--- src/rtl/matrix_show.sv ---
// Matrix display sequencer: picks one or all stored matrices from a UART selector byte
// and streams their elements row-major to a byte sender, with newline gaps between matrices.
module matrix_show #(
    parameter int MAX_ROWS           = 5,
    parameter int MAX_COLS           = 5,
    parameter int MAX_MATS           = 10,
    parameter int ERR_TIMEOUT_CYCLES = 300_000_000
) (
    input  logic        clk,
    input  logic        rst_n,
    input  logic        start_en,
    input  logic [7:0]  rx_data,
    input  logic        rx_done,
    input  logic [3:0]  mat_count,
    output logic [3:0]  rd_mat_id,
    output logic [2:0]  rd_row_idx,
    output logic [2:0]  rd_col_idx,
    input  logic [2:0]  rd_dims_r,
    input  logic [2:0]  rd_dims_c,
    input  logic [31:0] rd_data,
    output logic [31:0] sender_data,
    output logic        sender_start,
    output logic        sender_is_last_col,
    output logic        sender_newline_only,
    input  logic        sender_ready,
    input  logic        sender_done,
    input  logic        btn_exit,
    output logic        show_done,
    output logic        show_err
);
    localparam int            TW         = $clog2(ERR_TIMEOUT_CYCLES + 1);
    localparam logic [TW-1:0] TIMER_LAST = TW'(ERR_TIMEOUT_CYCLES - 1);
    localparam logic [2:0]    ROWS_LIM   = 3'(MAX_ROWS);
    localparam logic [2:0]    COLS_LIM   = 3'(MAX_COLS);
    localparam logic [3:0]    MATS_LIM   = 4'(MAX_MATS);

    typedef enum logic [3:0] {
        IDLE, GET_ID, CHECK, RD_ADDR, RD_WAIT, SEND, TX_WAIT,
        NEXT_ELEM, SEND_GAP, GAP_WAIT, ERROR, DONE
    } state_t;

    state_t        state_q, state_d;
    logic [7:0]    sel_q, sel_d;
    logic [2:0]    row_q, row_d;
    logic [2:0]    col_q, col_d;
    logic [3:0]    mat_q, mat_d;
    logic [3:0]    last_q, last_d;
    logic          single_q, single_d;
    logic [TW-1:0] timer_q, timer_d;
    logic [31:0]   data_q, data_d;

    logic count_ok, sel_all, sel_one, slot_ok;
    logic start_c, newline_c;

    // Out-of-range counts or dimensions are treated as unusable rather than trusted.
    assign count_ok = (mat_count <= MATS_LIM);
    assign sel_all  = (sel_q == 8'd0) && (mat_count != 4'd0) && count_ok;
    assign sel_one  = (sel_q != 8'd0) && (sel_q <= {4'd0, mat_count}) && count_ok;
    assign slot_ok  = (rd_dims_r != 3'd0) && (rd_dims_c != 3'd0) &&
                      (rd_dims_r <= ROWS_LIM) && (rd_dims_c <= COLS_LIM);

    always_comb begin
        state_d   = state_q;
        sel_d     = sel_q;
        row_d     = row_q;
        col_d     = col_q;
        mat_d     = mat_q;
        last_d    = last_q;
        single_d  = single_q;
        timer_d   = '0;
        data_d    = data_q;
        start_c   = 1'b0;
        newline_c = 1'b0;
        case (state_q)
            IDLE: begin
                row_d = 3'd0;
                col_d = 3'd0;
                mat_d = 4'd0;
                if (start_en) state_d = GET_ID;
            end
            GET_ID: begin
                if (btn_exit) begin
                    state_d = DONE;
                end else if (rx_done) begin
                    sel_d   = rx_data;
                    state_d = CHECK;
                end
            end
            CHECK: begin
                row_d = 3'd0;
                col_d = 3'd0;
                if (sel_all) begin
                    single_d = 1'b0;
                    mat_d    = 4'd0;
                    last_d   = mat_count - 4'd1;
                    state_d  = RD_ADDR;
                end else if (sel_one) begin
                    single_d = 1'b1;
                    mat_d    = sel_q[3:0] - 4'd1;
                    last_d   = sel_q[3:0] - 4'd1;
                    state_d  = RD_ADDR;
                end else begin
                    state_d = ERROR;
                end
            end
            RD_ADDR: begin
                // Empty slots are skipped silently in show-all but are an error when asked for.
                if (slot_ok)             state_d = RD_WAIT;
                else if (single_q)       state_d = ERROR;
                else if (mat_q == last_q) state_d = GET_ID;
                else                     mat_d = mat_q + 4'd1;
            end
            RD_WAIT: begin
                data_d  = rd_data;
                state_d = SEND;
            end
            SEND: begin
                if (sender_ready) begin
                    start_c = 1'b1;
                    state_d = TX_WAIT;
                end
            end
            TX_WAIT: begin
                if (sender_done) state_d = NEXT_ELEM;
            end
            NEXT_ELEM: begin
                if (col_q < rd_dims_c - 3'd1) begin
                    col_d   = col_q + 3'd1;
                    state_d = RD_ADDR;
                end else begin
                    col_d = 3'd0;
                    if (row_q < rd_dims_r - 3'd1) begin
                        row_d   = row_q + 3'd1;
                        state_d = RD_ADDR;
                    end else begin
                        row_d = 3'd0;
                        if (mat_q == last_q) begin
                            state_d = GET_ID;
                        end else begin
                            mat_d   = mat_q + 4'd1;
                            state_d = SEND_GAP;
                        end
                    end
                end
            end
            SEND_GAP: begin
                if (sender_ready) begin
                    newline_c = 1'b1;
                    state_d   = GAP_WAIT;
                end
            end
            GAP_WAIT: begin
                if (sender_done) state_d = RD_ADDR;
            end
            ERROR: begin
                if (timer_q == TIMER_LAST) state_d = GET_ID;
                else                       timer_d = timer_q + 1'b1;
            end
            DONE: begin
                if (!start_en) state_d = IDLE;
            end
            default: state_d = IDLE;
        endcase
    end

    always_ff @(posedge clk or negedge rst_n) begin
        if (!rst_n) begin
            state_q  <= IDLE;
            sel_q    <= 8'd0;
            row_q    <= 3'd0;
            col_q    <= 3'd0;
            mat_q    <= 4'd0;
            last_q   <= 4'd0;
            single_q <= 1'b0;
            timer_q  <= '0;
            data_q   <= 32'd0;
        end else begin
            state_q  <= state_d;
            sel_q    <= sel_d;
            row_q    <= row_d;
            col_q    <= col_d;
            mat_q    <= mat_d;
            last_q   <= last_d;
            single_q <= single_d;
            timer_q  <= timer_d;
            data_q   <= data_d;
        end
    end

    assign rd_mat_id           = mat_q;
    assign rd_row_idx          = row_q;
    assign rd_col_idx          = col_q;
    assign sender_data         = data_q;
    assign sender_start        = start_c;
    assign sender_newline_only = newline_c;
    // Only meaningful while an element is being handed over.
    assign sender_is_last_col  = ((state_q == SEND) || (state_q == TX_WAIT)) &&
                                 (col_q == rd_dims_c - 3'd1);
    assign show_done           = (state_q == DONE);
    assign show_err            = (state_q == ERROR);

endmodule

--- config.mk ---
export PLATFORM = sky130hd
export DESIGN_NAME = matrix_show
export DESIGN_NICKNAME = d
export VERILOG_FILES = /design/src/rtl/matrix_show.sv
export SDC_FILE = /design/constraint.sdc
export NUM_CORES = 1
export LEC_CHECK = 0
export ABC_AREA = 0
export CAP_MARGIN = 0
export CORE_MARGIN = 8
export CORE_UTILIZATION = 57
export CTS_BUF_LIST = sky130_fd_sc_hd__clkbuf_2
export DETAILED_ROUTE_END_ITERATION = 16
export PLACE_DENSITY = 0.95
export SLEW_MARGIN = 20
export SYNTH_ARGS = -nofsm -noshare
export SYNTH_HDL_FRONTEND = slang
export SYNTH_SLANG_ARGS = --single-unit
--- constraint.sdc ---
create_clock -name clk -period 6 [get_ports clk]
set_clock_uncertainty 0.15 [all_clocks]
set_input_delay 0.6 -clock clk [delete_from_list [all_inputs] [get_ports clk]]
set_output_delay 0.6 -clock clk [all_outputs]
set_load 0.05 [all_outputs]
# Word level (Yosys, flattened, before mapping)
# Cells that the tools add are included.
# classes
addsub	8
multipliers	0
n_div	0
magnitude_cmp	6
n_eq_ne	28
shift	0
mux	39
n_bitwise	1
reduce_logical	24
# ops
cell	count
2-to-1 mux 4 bit	25
2-to-1 mux 29 bit	2
one-hot mux 4 bit (12 select lines)	1
adder 29 x 1 -> 29 bit, second input constant	1
== test 29 bit, second input constant	1
inequality test 2 bit, second input constant	10
== test 4 x 3 -> 1 bit, second input constant	4
== test 4 bit, second input constant	4
one-hot mux 4 bit (4 select lines)	1
one-hot mux 3 bit (2 select lines)	2
2-to-1 mux 3 bit	3
AND reduction 9 bit	1
== test 4 x 2 -> 1 bit, second input constant	2
<= comparator 8 x 4 -> 1 bit	1
logical AND 1 bit	8
logical NOT 8 bit	1
nonzero test 4 bit	2
nonzero test 8 bit	1
subtractor 4 x 1 -> 4 bit, second input constant	2
adder 3 x 1 -> 3 bit, second input constant	2
<= comparator 3 bit, second input constant	2
less-than comparator 3 bit	2
inequality test 3 bit, second input constant	2
AND reduction 6 bit	1
17 further kinds	25
# totals
ff_bits	88
latch_bits	0
ramBits	0
mem_bits_ro	0
in_bits	57
output_inout_bits	47
elab_cells	115
memories	0

# Logic depth before layout (Yosys ltp)
# depth
word_depth	6
ltp_mapped	10
mapped_depth_nobuf	10

# Worst setup path after synthesis
# OpenSTA, ideal clock, no wires.
# synth_path
path_type	input-to-output
from	in rd_dims_c[0]
to	out sender_is_last_col
t_arrival_ns	2.352
required_time_ns	5.250
path_slack_ns	2.898
cell_stages	6
path_buffers	0
path_cell_list	inv_1 ha_1 xnor2_1 ha_1 nand3_1 nor3_1
# synth_via
elab_chain_len	3
# synth_rtl
element	line	text
start: declaration	19	input logic [2:0] rd_dims_c,
subtractor 3 x 1 -> 3 bit	198	(col_q == rd_dims_c - 3'd1);
== test 3 bit	198	
logical AND 1 bit	197	assign sender_is_last_col = ((state_q == SEND) || (state_q == TX_WAIT)) &&
end: declaration	23	output logic sender_is_last_col,
# No other way between the ends.

# Worst setup path in the final report
# Ends and elaborated chain as after synthesis.

==> results.yml <==
power_and_ir_drop:
  power_leakage_nw: 2.48
  seqPwrFrac_pct: 34.7
  p_per_area_nw_per_um2: 460
  switching_share_pct: 48.1
  switchingPower_mw: 1.32
  pwr-share-clk_pct: 10.4
  power_mw: 2.74
  combPwrFrac_pct: 54.9
  p_int_mw: 1.42
  ir_drop_v: 0.000430
timing:
  hold_viol: 0
  report.final.slew_viol_count: 0
  post-route-min-period_ns: 3.81
  finalCritPeriodShare_pct: 63.4
  slew_headroom_pct: 36.8
  rsz0062_at_grt: "false"
  setup-violations-final: 0
  worstMarginPinSlew_ns: 0.946
  clock.fmax_mhz: 263
  setup-tns-final_ns: 0
yosys:
  synth_top_area_share_pct: 46.6
  yosysTopAreaCell: "dfrtp_1"
  yosysSeqAreaShare_pct: 46.6
  synth.most_common_cell: "dfrtp_1"
  yosys.cell_types.count: 58
  syn_avg_cell_area_um2: 10.4
  postSynthCellCount: 456
  yosys_most_used_dff: "dfrtp_1"
  synth_edf_count: 0
  syn_area_um2: 4730
  synthTopCellsByCount: "dfrtp_1 (88), nor2_1 (48), mux2_2 (31)"
  syn-num-nets: 535
  synthTopCellsByArea: "dfrtp_1 (47%), mux2_2 (7.4%), ha_1 (5.8%)"
  yosys_warnings: 0
  ys_seq_elements: 88
  async_reset_ff_share_pct: 100
hold_path:
  hp-start: "timer_q[0]"
  worstHoldPathCells: 1
  worstHoldEndpoint: "timer_q[0]"
  min_path_type: "flip-flop to flip-flop"
clock_network:
  cts_tree: "yes"
  cts_resized: 0
  clock-sinks: 88
  cts_htree_levels: 3
  clock-root-buffer: "clkbuf_2"
  cts.reportedPaths.clkPinSlew_ns: 0.25
  numCtsBuffers: 9
  clock_latency_ns: 0.57
  clock_path_buffers: 2
finish:
  drive_above_1_share_pct: 10.7
  area_growth_pct: 25.9
  seq_area_um2: 2200
  nFillCells: 519
  finalNetCount: 635
  multi_input_area_um2: 2380
grt:
  overflow: 0
  grt_pass1_wl_um: 19300
  grt.busiest_layer: "met2"
  grt_pass1_vias: 4093
  grt_use_met2_pct: 35.2
  grt_max_degree: 89
  grt_usage_pct: 20.9
  use_met1_pct: 22.7
  antenna_found_initial: 0
  use_met3_pct: 9.12
detailed_routing:
  drc: 0
  first_pass_iters: 5
  wire_per_inst_um: 17.7
  ant_nets: 0
  avgViaCountPerCell: 5.73
  num_vias: 3823
  detail_route.iter0.violations: 223
  wirelength_um: 11800
floorplan:
  dieWidth_um: 107
  die_h_um: 107
  die-area_um2: 11500
  start_util_pct: 58.1
  rows: 33
  core-area_um2: 8130
  io_pins: 104
critical_path:
  crit_path_start_kind: "input port"
  crit_fanout: 3
  cp.required_ns: 5.25
  worst_r2r_path_depth: 7
  r2r_slack_ns: 2.81
  end_kind: "output pin"
  reg2reg_from: "timer_q[0]"
  critPathKind: "input port to output pin"
  reg2reg_to: "state_q[3]"
  arrival_ns: 3.06
run_status:
  outcome: "completed"
placed_design:
  place.gp.congestion: 0.882
  dpl.hpwl_um: 8990
  portBuffers: 103
flow_run:
  drv_cap: 0
## per-stage QoR
| stage | utilization [%] | instances | instance area (um^2) | worst slack, ns | hold slack (ns) |
|---|---|---|---|---|---|
| 5_1_grt | 73.1 | 666 | 5950 | 2.09 | 0.397 |
| 2_1_floorplan | - | 456 | 4730 | 2.90 | 0.154 |
| 3_5_place_dp | 71.7 | 649 | 5830 | 2.28 | 0.329 |
| 3_3_place_gp | 71.7 | 649 | 5830 | 2.32 | 0.318 |
| 6_report | 73.2 | 667 | 5950 | 2.19 | 0.369 |
| 4_1_cts | 73.0 | 665 | 5940 | 2.26 | 0.0488 |
## placed cells by master, fill, tap and decap left out, types with 4 or more instances in the layout
cell type and n:
o21ai_0 14, nand3_1 19, clkbuf_2 9, a21oi_1 11
nand4_1 10, nor2_1 48, nand2b_1 8, and3_1 6
nor3_1 8, clkdlybuf4s50_1 102, o21ai_1 7, a21o_1 4
mux2_2 31, nor4_1 4, dfrtp_1 88, ha_1 22
nor2b_1 5, mux2_1 11, xnor2_1 13, and2_1 5
inv_1 21, nand2_1 30, xor2_1 24
## layer usage
layer  part of all wire, %  wire length (um)
met1                    39              4620
met4                   1.6               191
met2                    50              5840
met5                     0                 0
met3                   9.7              1140
## sequential cells by signal, summed over array words and instances (netlist names)
register / flops
rd_row_idx: 3
timer_q: 29
rd_mat_id: 4
sel_q: 8
rd_col_idx: 3
sender_data: 32
last_q: 4
state_q: 4
single_q: 1
## worst max-delay path, cell delays in order
cell	delay, ns
clkdlybuf4s50_1	0.51
inv_1	0.09
ha_1	0.21
xnor2_1	0.13
ha_1	0.30
nand3_1	0.10
nor3_1	0.24
clkdlybuf4s50_1	0.87
## how the worst max path moves through the flow
stage	start	end	slack, ns	cells after the start
2_1_floorplan	rd_dims_c[0]	sender_is_last_col	2.90	6
3_3_place_gp	rd_dims_c[0]	sender_is_last_col	2.32	8
3_5_place_dp	rd_dims_c[0]	sender_is_last_col	2.28	8
4_1_cts	rd_dims_c[0]	sender_is_last_col	2.26	8
5_1_grt	rd_dims_c[0]	sender_is_last_col	2.09	8
6_report	rd_dims_c[0]	sender_is_last_col	2.19	8
## logic make-up after synthesis
kind of cell / Yosys count / synth area share (%)
xor gates and xnor gates: 37 / 6.86
adders and majority gates: 22 / 5.82
and+or+nand+nor: 161 / 17.2
AOI/OAI and AO/OA: 64 / 9.08
muxes: 47 / 11.3
buffers and inverters: 37 / 3.15
DFF: 88 / 46.6
## power by group through the flow
stage | combinational [mW] | clock, mW | sequential, mW
final | 1.50 | 0.286 | 0.950
after global routing | 1.60 | 0.317 | 0.979
after CTS | 1.50 | 0.292 | 0.949
after detailed placement | 1.50 | 0 | 0.960
after global placement | 1.44 | 0 | 0.941
after floorplan | 0.633 | 0 | 1.33
## layout make-up
| class | instances | share of cell area, % |
|---|---|---|
| Sequential cell | 88 | 37.0 |
| Inverter | 21 | 1.32 |
| Multi-Input combinational cell | 331 | 40.0 |
| Tap cell | 105 | 2.21 |
| Antenna cell | 1 | 0.0420 |
| Clock inverter | 7 | 1.03 |
| Timing Repair Buffer | 105 | 17.6 |
| Clock buffer | 9 | 0.757 |
## what timing repair did
item | CTS | global route
endpoints found under the hold margin | 0 | 88
setup buffers | 0 | 0
hold buffers | 0 | 1
No activity file was read; power rests on OpenSTA's default activity.
